===== src/rtl/dsp_pkg.sv =====
// Shared definitions for the DAC-facing blocks of the waveform datapath:
// sample width, DAC command codes, link FSM states and the sample format conversion.
package dsp_pkg;

    localparam int SAMPLE_W = 16;
    localparam logic [7:0] DAC_CMD_WR_UPD = 8'h30;

    typedef enum logic [2:0] {
        IDLE,
        SETUP,
        SHIFT,
        HOLD,
        GAP
    } dac_state_t;

    // Two's complement to offset binary: flipping the sign bit maps -FS..+FS onto 0..2*FS.
    function automatic logic [SAMPLE_W-1:0] to_offset_bin(input logic signed [SAMPLE_W-1:0] sample);
        return sample ^ {1'b1, {(SAMPLE_W-1){1'b0}}};
    endfunction

endpackage


===== src/rtl/sclk_half_timer.sv =====
// Free-running half-period timer for serial links: ticks once every CLK_DIV clocks,
// and the count can be forced back to zero so each phase starts with a full interval.
module sclk_half_timer #(
    parameter int CLK_DIV = 4
) (
    input  logic clk,
    input  logic rst,
    input  logic restart,
    output logic tick
);

    localparam int CNT_W = (CLK_DIV > 1) ? $clog2(CLK_DIV) : 1;
    localparam logic [CNT_W-1:0] LAST = CNT_W'(CLK_DIV - 1);

    logic [CNT_W-1:0] cnt;

    assign tick = (cnt == LAST);

    always_ff @(posedge clk) begin
        if (rst || restart || tick)
            cnt <= '0;
        else
            cnt <= cnt + 1'b1;
    end

endmodule


===== src/rtl/dac_spi_tx.sv =====
// Single-sample buffered SPI (mode 0) transmitter for an external DAC: each frame is
// the command byte followed by the converted sample, MSB first.
module dac_spi_tx
    import dsp_pkg::*;
#(
    parameter int               CLK_DIV    = 4,
    parameter int               DATA_W     = SAMPLE_W,
    parameter int               CMD_W      = 8,
    parameter logic [CMD_W-1:0] CMD        = DAC_CMD_WR_UPD,
    parameter bit               OFFSET_BIN = 1'b1
) (
    input  logic              clk,
    input  logic              rst,
    input  logic              sample_valid,
    input  logic [DATA_W-1:0] sample_in,
    output logic              sample_ready,
    output logic              sclk,
    output logic              mosi,
    output logic              cs_n,
    output logic              busy,
    output logic              frame_done,
    output logic              overrun
);

    localparam int FRAME_W = CMD_W + DATA_W;
    localparam int BCNT_W  = $clog2(FRAME_W + 1);
    localparam logic [BCNT_W-1:0] LAST_BIT = BCNT_W'(FRAME_W);

    dac_state_t         state, state_next;
    logic [DATA_W-1:0]  hold;
    logic               hold_valid;
    logic [FRAME_W-1:0] frame;
    logic [FRAME_W-1:0] shreg;
    logic [BCNT_W-1:0]  bit_cnt;
    logic               tick;
    logic               load;
    logic               restart;

    sclk_half_timer #(
        .CLK_DIV (CLK_DIV)
    ) u_timer (
        .clk     (clk),
        .rst     (rst),
        .restart (restart),
        .tick    (tick)
    );

    assign frame        = {CMD, OFFSET_BIN ? to_offset_bin(hold) : hold};
    assign sample_ready = !hold_valid;

    // A frame loads either from IDLE or straight out of GAP so back-to-back frames stay contiguous.
    assign load    = (state_next == SETUP) && (state != SETUP);
    assign restart = (state_next != state);

    always_ff @(posedge clk) begin
        if (rst)
            state <= IDLE;
        else
            state <= state_next;
    end

    always_comb begin
        state_next = state;
        case (state)
            IDLE:    if (hold_valid) state_next = SETUP;
            SETUP:   if (tick) state_next = SHIFT;
            SHIFT:   if (tick && !sclk && bit_cnt == LAST_BIT) state_next = HOLD;
            HOLD:    if (tick) state_next = GAP;
            GAP:     if (tick) state_next = hold_valid ? SETUP : IDLE;
            default: state_next = IDLE;
        endcase
    end

    // Latest sample wins; a load on the same edge frees the slot, so that case is not an overrun.
    always_ff @(posedge clk) begin
        if (rst) begin
            hold       <= '0;
            hold_valid <= 1'b0;
            overrun    <= 1'b0;
        end else begin
            overrun <= sample_valid && hold_valid && !load;
            if (sample_valid) begin
                hold       <= sample_in;
                hold_valid <= 1'b1;
            end else if (load) begin
                hold_valid <= 1'b0;
            end
        end
    end

    always_ff @(posedge clk) begin
        if (rst) begin
            sclk       <= 1'b0;
            mosi       <= 1'b0;
            cs_n       <= 1'b1;
            busy       <= 1'b0;
            frame_done <= 1'b0;
            bit_cnt    <= '0;
        end else begin
            busy       <= (state_next != IDLE);
            frame_done <= 1'b0;
            if (load) begin
                shreg   <= frame;
                mosi    <= frame[FRAME_W-1];
                cs_n    <= 1'b0;
                sclk    <= 1'b0;
                bit_cnt <= '0;
            end else if (tick) begin
                case (state)
                    SETUP: begin
                        sclk    <= 1'b1;
                        bit_cnt <= BCNT_W'(1);
                    end
                    // Data advances on falling edges only, so it is settled a full half-period around each rise.
                    SHIFT: begin
                        if (sclk) begin
                            sclk <= 1'b0;
                            if (bit_cnt != LAST_BIT) begin
                                shreg <= shreg << 1;
                                mosi  <= shreg[FRAME_W-2];
                            end
                        end else if (bit_cnt != LAST_BIT) begin
                            sclk    <= 1'b1;
                            bit_cnt <= bit_cnt + 1'b1;
                        end
                    end
                    HOLD: begin
                        cs_n       <= 1'b1;
                        frame_done <= 1'b1;
                        mosi       <= 1'b0;
                    end
                    default: ;
                endcase
            end
        end
    end

endmodule

===== config.mk =====
export PLATFORM = sky130hd
export DESIGN_NAME = dac_spi_tx
export DESIGN_NICKNAME = d
export VERILOG_FILES = /design/src/rtl/dsp_pkg.sv /design/src/rtl/sclk_half_timer.sv /design/src/rtl/dac_spi_tx.sv
export SDC_FILE = /design/constraint.sdc
export NUM_CORES = 1
export LEC_CHECK = 0
export CAP_MARGIN = 40
export CORE_MARGIN = 2
export CORE_UTILIZATION = 40
export DETAILED_ROUTE_END_ITERATION = 6
export GPL_ROUTABILITY_DRIVEN = 0
export PLACE_DENSITY = 0.72
export SLEW_MARGIN = 20
export SYNTH_ARGS = -nofsm -noshare
export SYNTH_HDL_FRONTEND = slang
export SYNTH_SLANG_ARGS = --single-unit

===== constraint.sdc =====
create_clock -name clk -period 3.9 [get_ports clk]
set_clock_uncertainty 0.05 [all_clocks]
set_input_delay 0.78 -clock clk [delete_from_list [all_inputs] [get_ports clk]]
set_output_delay 0.78 -clock clk [all_outputs]
set_load 0.02 [all_outputs]

Word-level counts from Yosys, hierarchy flattened
Cells that the tools add are included.

Bits in registers: 56. Output and inout port bits: 7. Word-level logic and storage cells: 85.

$add $sub $neg: 2. Equal/unequal tests: 13. Mux-type cells: 27. Bitwise operators: 3. Reduce and logical (&&, ||, !) cells: 27.

Operator list (number): 23-bit two-way mux (4); 16-bit two-way mux (1); 2-bit nonzero test (8); 3-bit two-way mux (5); 3-bit one-hot mux with 5 select lines (1); 1-bit two-way mux (11); 5-bit two-way mux (2); 5-bit one-hot mux with 2 select lines (1); 4-bit AND reduction (2); 3-bit by 1-bit == test with 1-bit output (second input constant) (2); 3-bit by 2-bit == test with 1-bit output (second input constant) (2); 2-bit != test (second input constant) (3); 5-bit by 1-bit adder with 5-bit output (second input constant) (1); 5-bit == test (second input constant) (1); 1-bit logical AND (5); 5-bit != test (second input constant) (1); 5-bit AND reduction (1); 1-bit one-hot mux with 2 select lines (2); 2-bit AND reduction (2); 3-bit == test (second input constant) (1); 1-bit logical NOT (3); 3-bit logical NOT (1); 3-bit by 1-bit != test with 1-bit output (second input constant) (1); 3-bit != test (1); 7 further kinds (10).

Longest topological paths before layout
Gate-level depths: netlist (run 1).

Depth in word-level cells: 9. Depth in mapped cells: 6.

Modules after synthesis
Synthesis (run 1) repeated with hierarchy kept, for this count alone.

Cell total of the unflattened synthesis: 226. Area total of the unflattened synthesis: 2359.8 µm².

Modules (own cells, without submodules): dac_spi_tx (instances 1, cells each 221, area each 2279.7 µm², sequential area each 1311.3 µm²); sclk_half_timer (instances 1, cells each 5, area each 80.1 µm², sequential area each 40.0 µm²).

Worst setup path after synthesis (run 1)
OpenSTA, ideal clock, no wires.

Path kind: input-to-reg. Start: input rst. End: register shreg[0] (enable). Library setup time: 411 ps. Data arrival time: 2350 ps. Required time: 3439 ps. Slack: 1090 ps. Cell stages on the path: 3. Path buffers: 2. Path through: clkbuf_1 -> buf_1 -> a21oi_1.

Word-level cells in the longest chain between the ends: 2.

Ends and longest elaborated chain: start, declared (RTL line dac_spi_tx.sv:13) `input logic rst,`; 1-bit NOT (no line); 5-bit AND reduction (no line); end signal, assigned (RTL line dac_spi_tx.sv:103) `shreg <= frame;`; end signal, assigned (RTL line dac_spi_tx.sv:119) `shreg <= shreg << 1;`; end, declared (RTL line dac_spi_tx.sv:33) `logic [FRAME_W-1:0] shreg;`.

Every way passes these cells. A chain may end at the register's enable or synchronous reset.

Worst setup path after layout (run 1)
Start: register u_timer.cnt[0]. End: register shreg[2] (enable).

Word-level cells in the longest chain between the ends: 9.

Ends and longest elaborated chain: start, declared (RTL line sclk_half_timer.sv:15) `logic [CNT_W-1:0] cnt;`; start signal, assigned (RTL line sclk_half_timer.sv:23) `cnt <= cnt + 1'b1;`; 2-bit == test (*) (RTL line sclk_half_timer.sv:17) `assign tick = (cnt == LAST);`; 1-bit logical AND (2 in series) (RTL line dac_spi_tx.sv:67) `SHIFT: if (tick && !sclk && bit_cnt == LAST_BIT) state_next = HOLD;`; 3-bit two-way mux (RTL line dac_spi_tx.sv:67); 3-bit one-hot mux with 5 select lines (RTL line dac_spi_tx.sv:64) `case (state)`; 3-bit by 1-bit == test with 1-bit output (RTL line dac_spi_tx.sv:52) `assign load = (state_next == SETUP) && (state != SETUP);`; 1-bit logical AND (RTL line dac_spi_tx.sv:52); 2-bit nonzero test (no line); 5-bit AND reduction (no line) (*).

Mark *: on every way between the ends. The rest lies on a longest branch, timed or not.

==> impl_metrics.py, run 1 <==
metrics = {
    "status": {
        "outcome": "complete, no violations",
    },
    "setup_path": {
        "worstPathMaxFanout": 28,
        "slowest_stage": "nand3_2",
        "startpoint_type": "flip-flop",
        "cp.arrival_ns": 2.29,
        "worstRegToRegCells": 5,
        "timing.rr.end": "shreg[2]",
        "cpPeakStageDelay_ns": 0.50,
        "r2r_start": "u_timer.cnt[0]",
        "cp.required_ns": 3.83,
        "rrSetupSlack_ns": 1.54,
        "setup.worst_path.class": "reg -> reg",
        "cp_cell_sequence": "ha_1 > nand2b_2 > nand3_2 > a21oi_2 > buf_4",
        "crit_path_end_kind": "flip-flop",
    },
    "power_and_ir_drop": {
        "peakVddDrop_mv": 0.266,
        "finalPower_mw": 1.07,
        "p_leak_nw": 1.01,
        "power_density_mw_per_mm2": 393,
    },
    "detailed_routing": {
        "drt_iter0_drc": 143,
        "wl_met1_um": 2010,
        "top_layer_used": "met4",
        "wl_met3_um": 183,
        "first_pass_iters": 4,
        "drt_wl_total_um": 3950,
        "drc": 0,
        "ant_nets": 0,
        "via_count": 1479,
        "wl_per_cell_um": 13.3,
        "routed-wl-met2_um": 1700,
        "avgViaCountPerCell": 5.00,
    },
    "clocking": {
        "hold_buffers": 0,
        "post_cts_buffers": 0,
        "cts_root_buffer": "clkbuf_8",
        "ctsResizeCount": 0,
        "cts_sinks": 56,
        "cts_tree": "yes",
        "clkTransAtPathRegs_ns": 0.09,
        "clock_latency_ns": 0.31,
        "clock_path_buffers": 2,
        "numCtsBuffers": 5,
        "cts_max_level": 2,
    },
    "finish": {
        "multi_input_area_um2": 892,
        "final_common_cell": "dfxtp_1",
        "seq_area_mm2": 0.00135,
        "layout-drive-gt1-share_pct": 7.14,
        "nNetsFinal": 245,
        "final_core_util_pct": 49.1,
        "layout_common_cells": "dfxtp_1, clkdlybuf4s50_1, nor2_1, edfxtp_1, mux2i_1",
        "antennaDiodeCount": 0,
        "area_delta_synth_final_pct": 17.7,
        "fill_cells": 511,
    },
    "sta": {
        "slew_headroom_pct": 55.6,
        "finalWorstSetupSlack_ns": 1.54,
        "fin_crit_sh_pct": 60.4,
        "setup_tns_ns": 0,
        "fmax_mhz": 425,
        "tightest_slew_ns": 0.664,
        "drv_slew": 0,
        "finalSetupViolations": 0,
        "layout_min_cycle_time_ns": 2.36,
        "hold_violations": 0,
        "rsz0062_at_grt": "false",
    },
    "floorplanning": {
        "rows": 27,
        "die_h_um": 80.0,
        "coreArea_mm2": 0.00554,
        "initial_utilization_pct": 41.7,
        "fp.dieArea_mm2": 0.00640,
        "num_io_pins": 26,
        "fp.dieW_um": 80.0,
    },
    "worst_hold_path": {
        "holdPathEnd": "u_timer.cnt[0]",
        "hold-path-cell-count": 1,
        "hp-start": "u_timer.cnt[0]",
        "hp-class": "reg -> reg",
    },
    "yosys": {
        "synth_fa_ha_area_share_pct": 1.63,
        "syn_nets": 220,
        "ys_warn_count": 0,
        "synth_area_mm2": 0.00231,
        "synth_top_family_by_area": "simple AND/OR/NAND/NOR gates",
        "yosys_register_bits": 56,
        "synthMuxAreaShare_pct": 13.8,
        "avgSynthCellArea_um2": 11.7,
        "synth_compound_area_share_pct": 7.04,
        "synthSimpleGateAreaFrac_pct": 15.7,
        "synth.distinct_cells": 40,
        "synthXorXnorAreaFrac_pct": 0.379,
        "syn_inst": 198,
        "ys_seq_area_share_pct": 58.5,
    },
    "global_route": {
        "overflow": 0,
        "grt_pass1_wl_um": 6960,
        "grt.total_usage_pct": 14.2,
        "grt_pass1_vias": 1404,
        "grt_start_max_net_pins": 29,
        "antenna_found_initial": 0,
    },
    "placed_design": {
        "dpl_worst_slack_ns": 1.23,
        "numPortBuffers": 25,
        "dp.final_hpwl_um": 2650,
    },
    "job": {
        "cap_viol_max_count": 0,
    },
}
-- area by class of cell --
class,count,share of cell area (%)
Sequential cell,56,49.7
Multi-Input combinational cell,126,32.8
Timing Repair Buffer,28,10.3
Tap cell,72,3.31
Clock buffer,5,2.53
Inverter,6,0.828
Clock inverter,3,0.506
-- sequential cells by signal (all words and copies together), names as in the netlist --
signal / cells
cs_n: 1
sclk: 1
u_timer.cnt: 2
bit_cnt: 5
busy: 1
frame_done: 1
state: 3
mosi: 1
overrun: 1
shreg: 23
hold_valid: 1
hold: 16
-- synthesized netlist by cell type --
library cell,instances,area share [%]
dfxtp_1,33,29
nor2_1,24,3.9
edfxtp_1,23,30
mux2i_1,16,6.9
mux2_1,14,6.8
a21oi_1,10,2.2
nand2_1,8,1.3
inv_1,6,0.98
and2_1,5,1.4
buf_2,5,1.1
nand2b_1,4,1.1
nand4_1,4,1.1
nor2b_1,4,1.1
or3_1,4,1.1
a21o_1,3,0.98
ha_1,3,1.6
o21ai_0,3,0.65
a21boi_1,2,0.65
buf_1,2,0.33
clkbuf_1,2,0.33
nand3_1,2,0.43
nor3_1,2,0.43
o211ai_1,2,0.65
a2111oi_0,1,0.38
a22oi_1,1,0.33
a311oi_1,1,0.38
a311oi_2,1,0.65
buf_4,1,0.33
nand2b_2,1,0.38
nand3_2,1,0.43
nand4b_1,1,0.38
nor2_2,1,0.27
nor3b_1,1,0.33
nor3b_2,1,0.54
nor4b_1,1,0.38
nor4bb_1,1,0.43
o21ai_1,1,0.22
or4_1,1,0.33
or4b_1,1,0.43
xor2_1,1,0.38
-- critical path: cells and delay by family, from the launching register on --
family | cells | cell delay [ns]
adders and majority gates | 1 | 0.29
and+or+nand+nor | 2 | 0.73
DFF | 1 | 0.34
buffers and inverters | 1 | 0.33
AOI/OAI and AO/OA | 1 | 0.27
-- worst max path at each step --
stage / from / to / slack [ns] / cells after the start
floorplan: rst / shreg[0] / 1.09 / 3
global placement: rst / bit_cnt[3] / 1.29 / 4
detailed placement: rst / u_timer.cnt[1] / 1.23 / 5
CTS: u_timer.cnt[0] / shreg[12] / 1.51 / 5
global route: u_timer.cnt[0] / shreg[2] / 1.38 / 5
finish: u_timer.cnt[0] / shreg[2] / 1.54 / 5
-- routing by layer --
layer / GRT usage [%] / up-vias
li1: - / 757
met1: 20.3 / 689
met2: 20.0 / 29
met3: 4.64 / 4
met4: 4.58 / 0
met5: 0 / -
-- where the power goes --
| part | total [mW] | switching [mW] | internal, mW |
|---|---|---|---|
| Combinational | 0.109 | 0.0534 | 0.0560 |
| Sequential | 0.653 | 0.0136 | 0.639 |
| Clock | 0.306 | 0.184 | 0.123 |
| Total | 1.07 | 0.251 | 0.818 |
-- metrics by stage --
stage               hold WS [ns]  std cells  area, um^2
CTS                        0.378        296        2720
global placement           0.360        287        2620
detailed placement         0.364        288        2640
floorplan                  0.349        198        2310
finish                     0.373        296        2720
global route               0.403        296        2720
-- kinds of logic after synthesis --
group / Yosys count
xor+xnor: 1
fa+ha+maj: 3
compound gates: 25
simple gates: 67
flops: 56
buf+inv: 16
mux: 30
Note: power is estimated with default switching activity, not from simulation.
==> inputs of run 2 (changes only) <==
--- a/config.mk
+++ b/config.mk
@@ -10,7 +10,7 @@
 export CORE_UTILIZATION = 40
 export DETAILED_ROUTE_END_ITERATION = 6
 export GPL_ROUTABILITY_DRIVEN = 0
-export PLACE_DENSITY = 0.72
+export PLACE_DENSITY = 0.74
 export SLEW_MARGIN = 20
 export SYNTH_ARGS = -nofsm -noshare
 export SYNTH_HDL_FRONTEND = slang
==> constraint.sdc (replaced) <==
create_clock -name clk -period 2.07 [get_ports clk]
set_clock_uncertainty 0.05 [all_clocks]
set_input_delay 0.414 -clock clk [delete_from_list [all_inputs] [get_ports clk]]
set_output_delay 0.414 -clock clk [all_outputs]
set_load 0.02 [all_outputs]
==> run 2 against run 1 <==
Net effect:
- sequential power rose by 88%
- critical path depth decreased by 3
- combinational power grew 110%
- register-to-register slack got worse by 1.3 ns
- first-iteration DRC count down 48%
- highest routed layer unchanged
==> impl_metrics.py, run 2 (same netlist as run 1, synthesis figures left out) <==
metrics = {
    "status": {
        "outcome": "complete, no violations",
    },
    "detailed_routing": {
        "drc": 0,
        "via_count": 1547,
        "avgViaCountPerCell": 5.07,
        "ant_nets": 0,
        "wl_per_cell_um": 12.6,
        "drt_wl_total_um": 3850,
        "first_pass_iters": 4,
        "drt_iter0_drc": 74,
    },
    "global_route": {
        "overflow": 0,
        "grt_pass1_wl_um": 6520,
        "grt_start_max_net_pins": 19,
        "grt_pass1_vias": 1453,
        "antenna_found_initial": 0,
        "grt.total_usage_pct": 13.0,
    },
    "floorplanning": {
        "initial_utilization_pct": 41.7,
        "coreArea_mm2": 0.00554,
        "die_h_um": 80.0,
        "rows": 27,
        "fp.dieW_um": 80.0,
        "num_io_pins": 26,
        "fp.dieArea_mm2": 0.00640,
    },
    "sta": {
        "hold_violations": 0,
        "fin_crit_sh_pct": 90.4,
        "rsz0062_at_grt": "false",
        "setup_tns_ns": 0,
        "finalSetupViolations": 0,
        "tightest_slew_ns": 0.435,
        "fmax_mhz": 534,
        "drv_slew": 0,
        "slew_headroom_pct": 71.0,
        "finalWorstSetupSlack_ns": 0.198,
        "layout_min_cycle_time_ns": 1.87,
    },
    "clocking": {
        "cts_max_level": 2,
        "cts_sinks": 56,
        "hold_buffers": 0,
        "cts_tree": "yes",
        "numCtsBuffers": 5,
        "clock_path_buffers": 2,
        "clock_latency_ns": 0.30,
        "clkTransAtPathRegs_ns": 0.10,
        "post_cts_buffers": 0,
        "ctsResizeCount": 0,
        "cts_root_buffer": "clkbuf_8",
    },
    "finish": {
        "area_delta_synth_final_pct": 22.8,
        "largest_register": "shreg",
        "layout-drive-gt1-share_pct": 10.7,
        "antennaDiodeCount": 0,
        "nNetsFinal": 254,
        "final_common_cell": "dfxtp_1",
        "final_core_util_pct": 51.2,
        "layout_common_cells": "dfxtp_1, clkdlybuf4s50_1, nor2_1, edfxtp_1, mux2i_1",
        "largest_register_ff_count": 23,
        "top_regs": "shreg: 23 flops, hold: 16 flops, bit_cnt: 5 flops",
    },
    "setup_path": {
        "crit_start": "hold_valid",
        "cp.required_ns": 1.61,
        "setup.worst_path.class": "reg -> out",
        "worstPathMaxFanout": 6,
        "crit_path_end_kind": "primary output",
        "r2r_start": "bit_cnt[0]",
        "startpoint_type": "flip-flop",
        "cp.arrival_ns": 1.41,
    },
    "worst_hold_path": {
        "hp-class": "reg -> reg",
        "hp-start": "u_timer.cnt[0]",
    },
    "placed_design": {
        "numPortBuffers": 25,
        "dpl_worst_slack_ns": 0.215,
        "dp.final_hpwl_um": 2690,
    },
    "power_and_ir_drop": {
        "p_leak_nw": 1.07,
        "power_density_mw_per_mm2": 799,
        "finalPower_mw": 2.27,
        "peakVddDrop_mv": 0.489,
    },
    "job": {
        "cap_viol_max_count": 0,
    },
}
run 2: cell types whose count changed in the layout (fill, tap and decap cells not counted), sizes merged:
cell / previous run / this run
clkinv: 3 / 0
buf: 3 / 12
bufinv: 0 / 2
clkbuf: 5 / 6
run 2: per-layer routing:
layer | track usage, % | vias up | share of wire (%)
li1 | - | 772 | -
met1 | 17.3 | 726 | 47
met2 | 20.8 | 45 | 47
met3 | 2.71 | 4 | 5.5
met4 | 4.92 | 0 | 1.1
met5 | 0 | - | 0
run 2: cell type report:
class	instances	area, um^2
clock buffers	6	72.6
multi-input cells	126	900
clock inverters	2	60.1
inverters	6	22.5
flip-flops and latches	56	1350
fillers	512	2700
repair buffers	37	340
well taps	72	90.1
run 2: through the flow:
| stage | hold WS [ns] | instances | instance area, um^2 |
|---|---|---|---|
| finish | 0.372 | 305 | 2840 |
| CTS | 0.376 | 305 | 2840 |
| floorplan | 0.349 | 198 | 2320 |
| global route | 0.389 | 305 | 2840 |
| detailed placement | 0.364 | 297 | 2700 |
| global placement | 0.358 | 297 | 2700 |
run 2: critical path, stage by stage, from the launching register on:
cell and delay (ns):
dfxtp_1 0.46, inv_1 0.10, clkdlybuf4s50_1 0.54
run 2: where the power goes:
part           total (mW)  switching, mW  internal (mW)
Sequential           1.23         0.0219           1.20
Combinational       0.224          0.107          0.116
Clock               0.816          0.333          0.483
Total                2.27          0.462           1.80
run 2: final timing paths:
path,end,slack (ns),depth (start not counted)
worst min-delay path,u_timer.cnt[0],0.37,1
worst max-delay path,sample_ready,0.20,2
worst min register to register,u_timer.cnt[0],0.37,1
worst max register to register,shreg[13],0.26,6
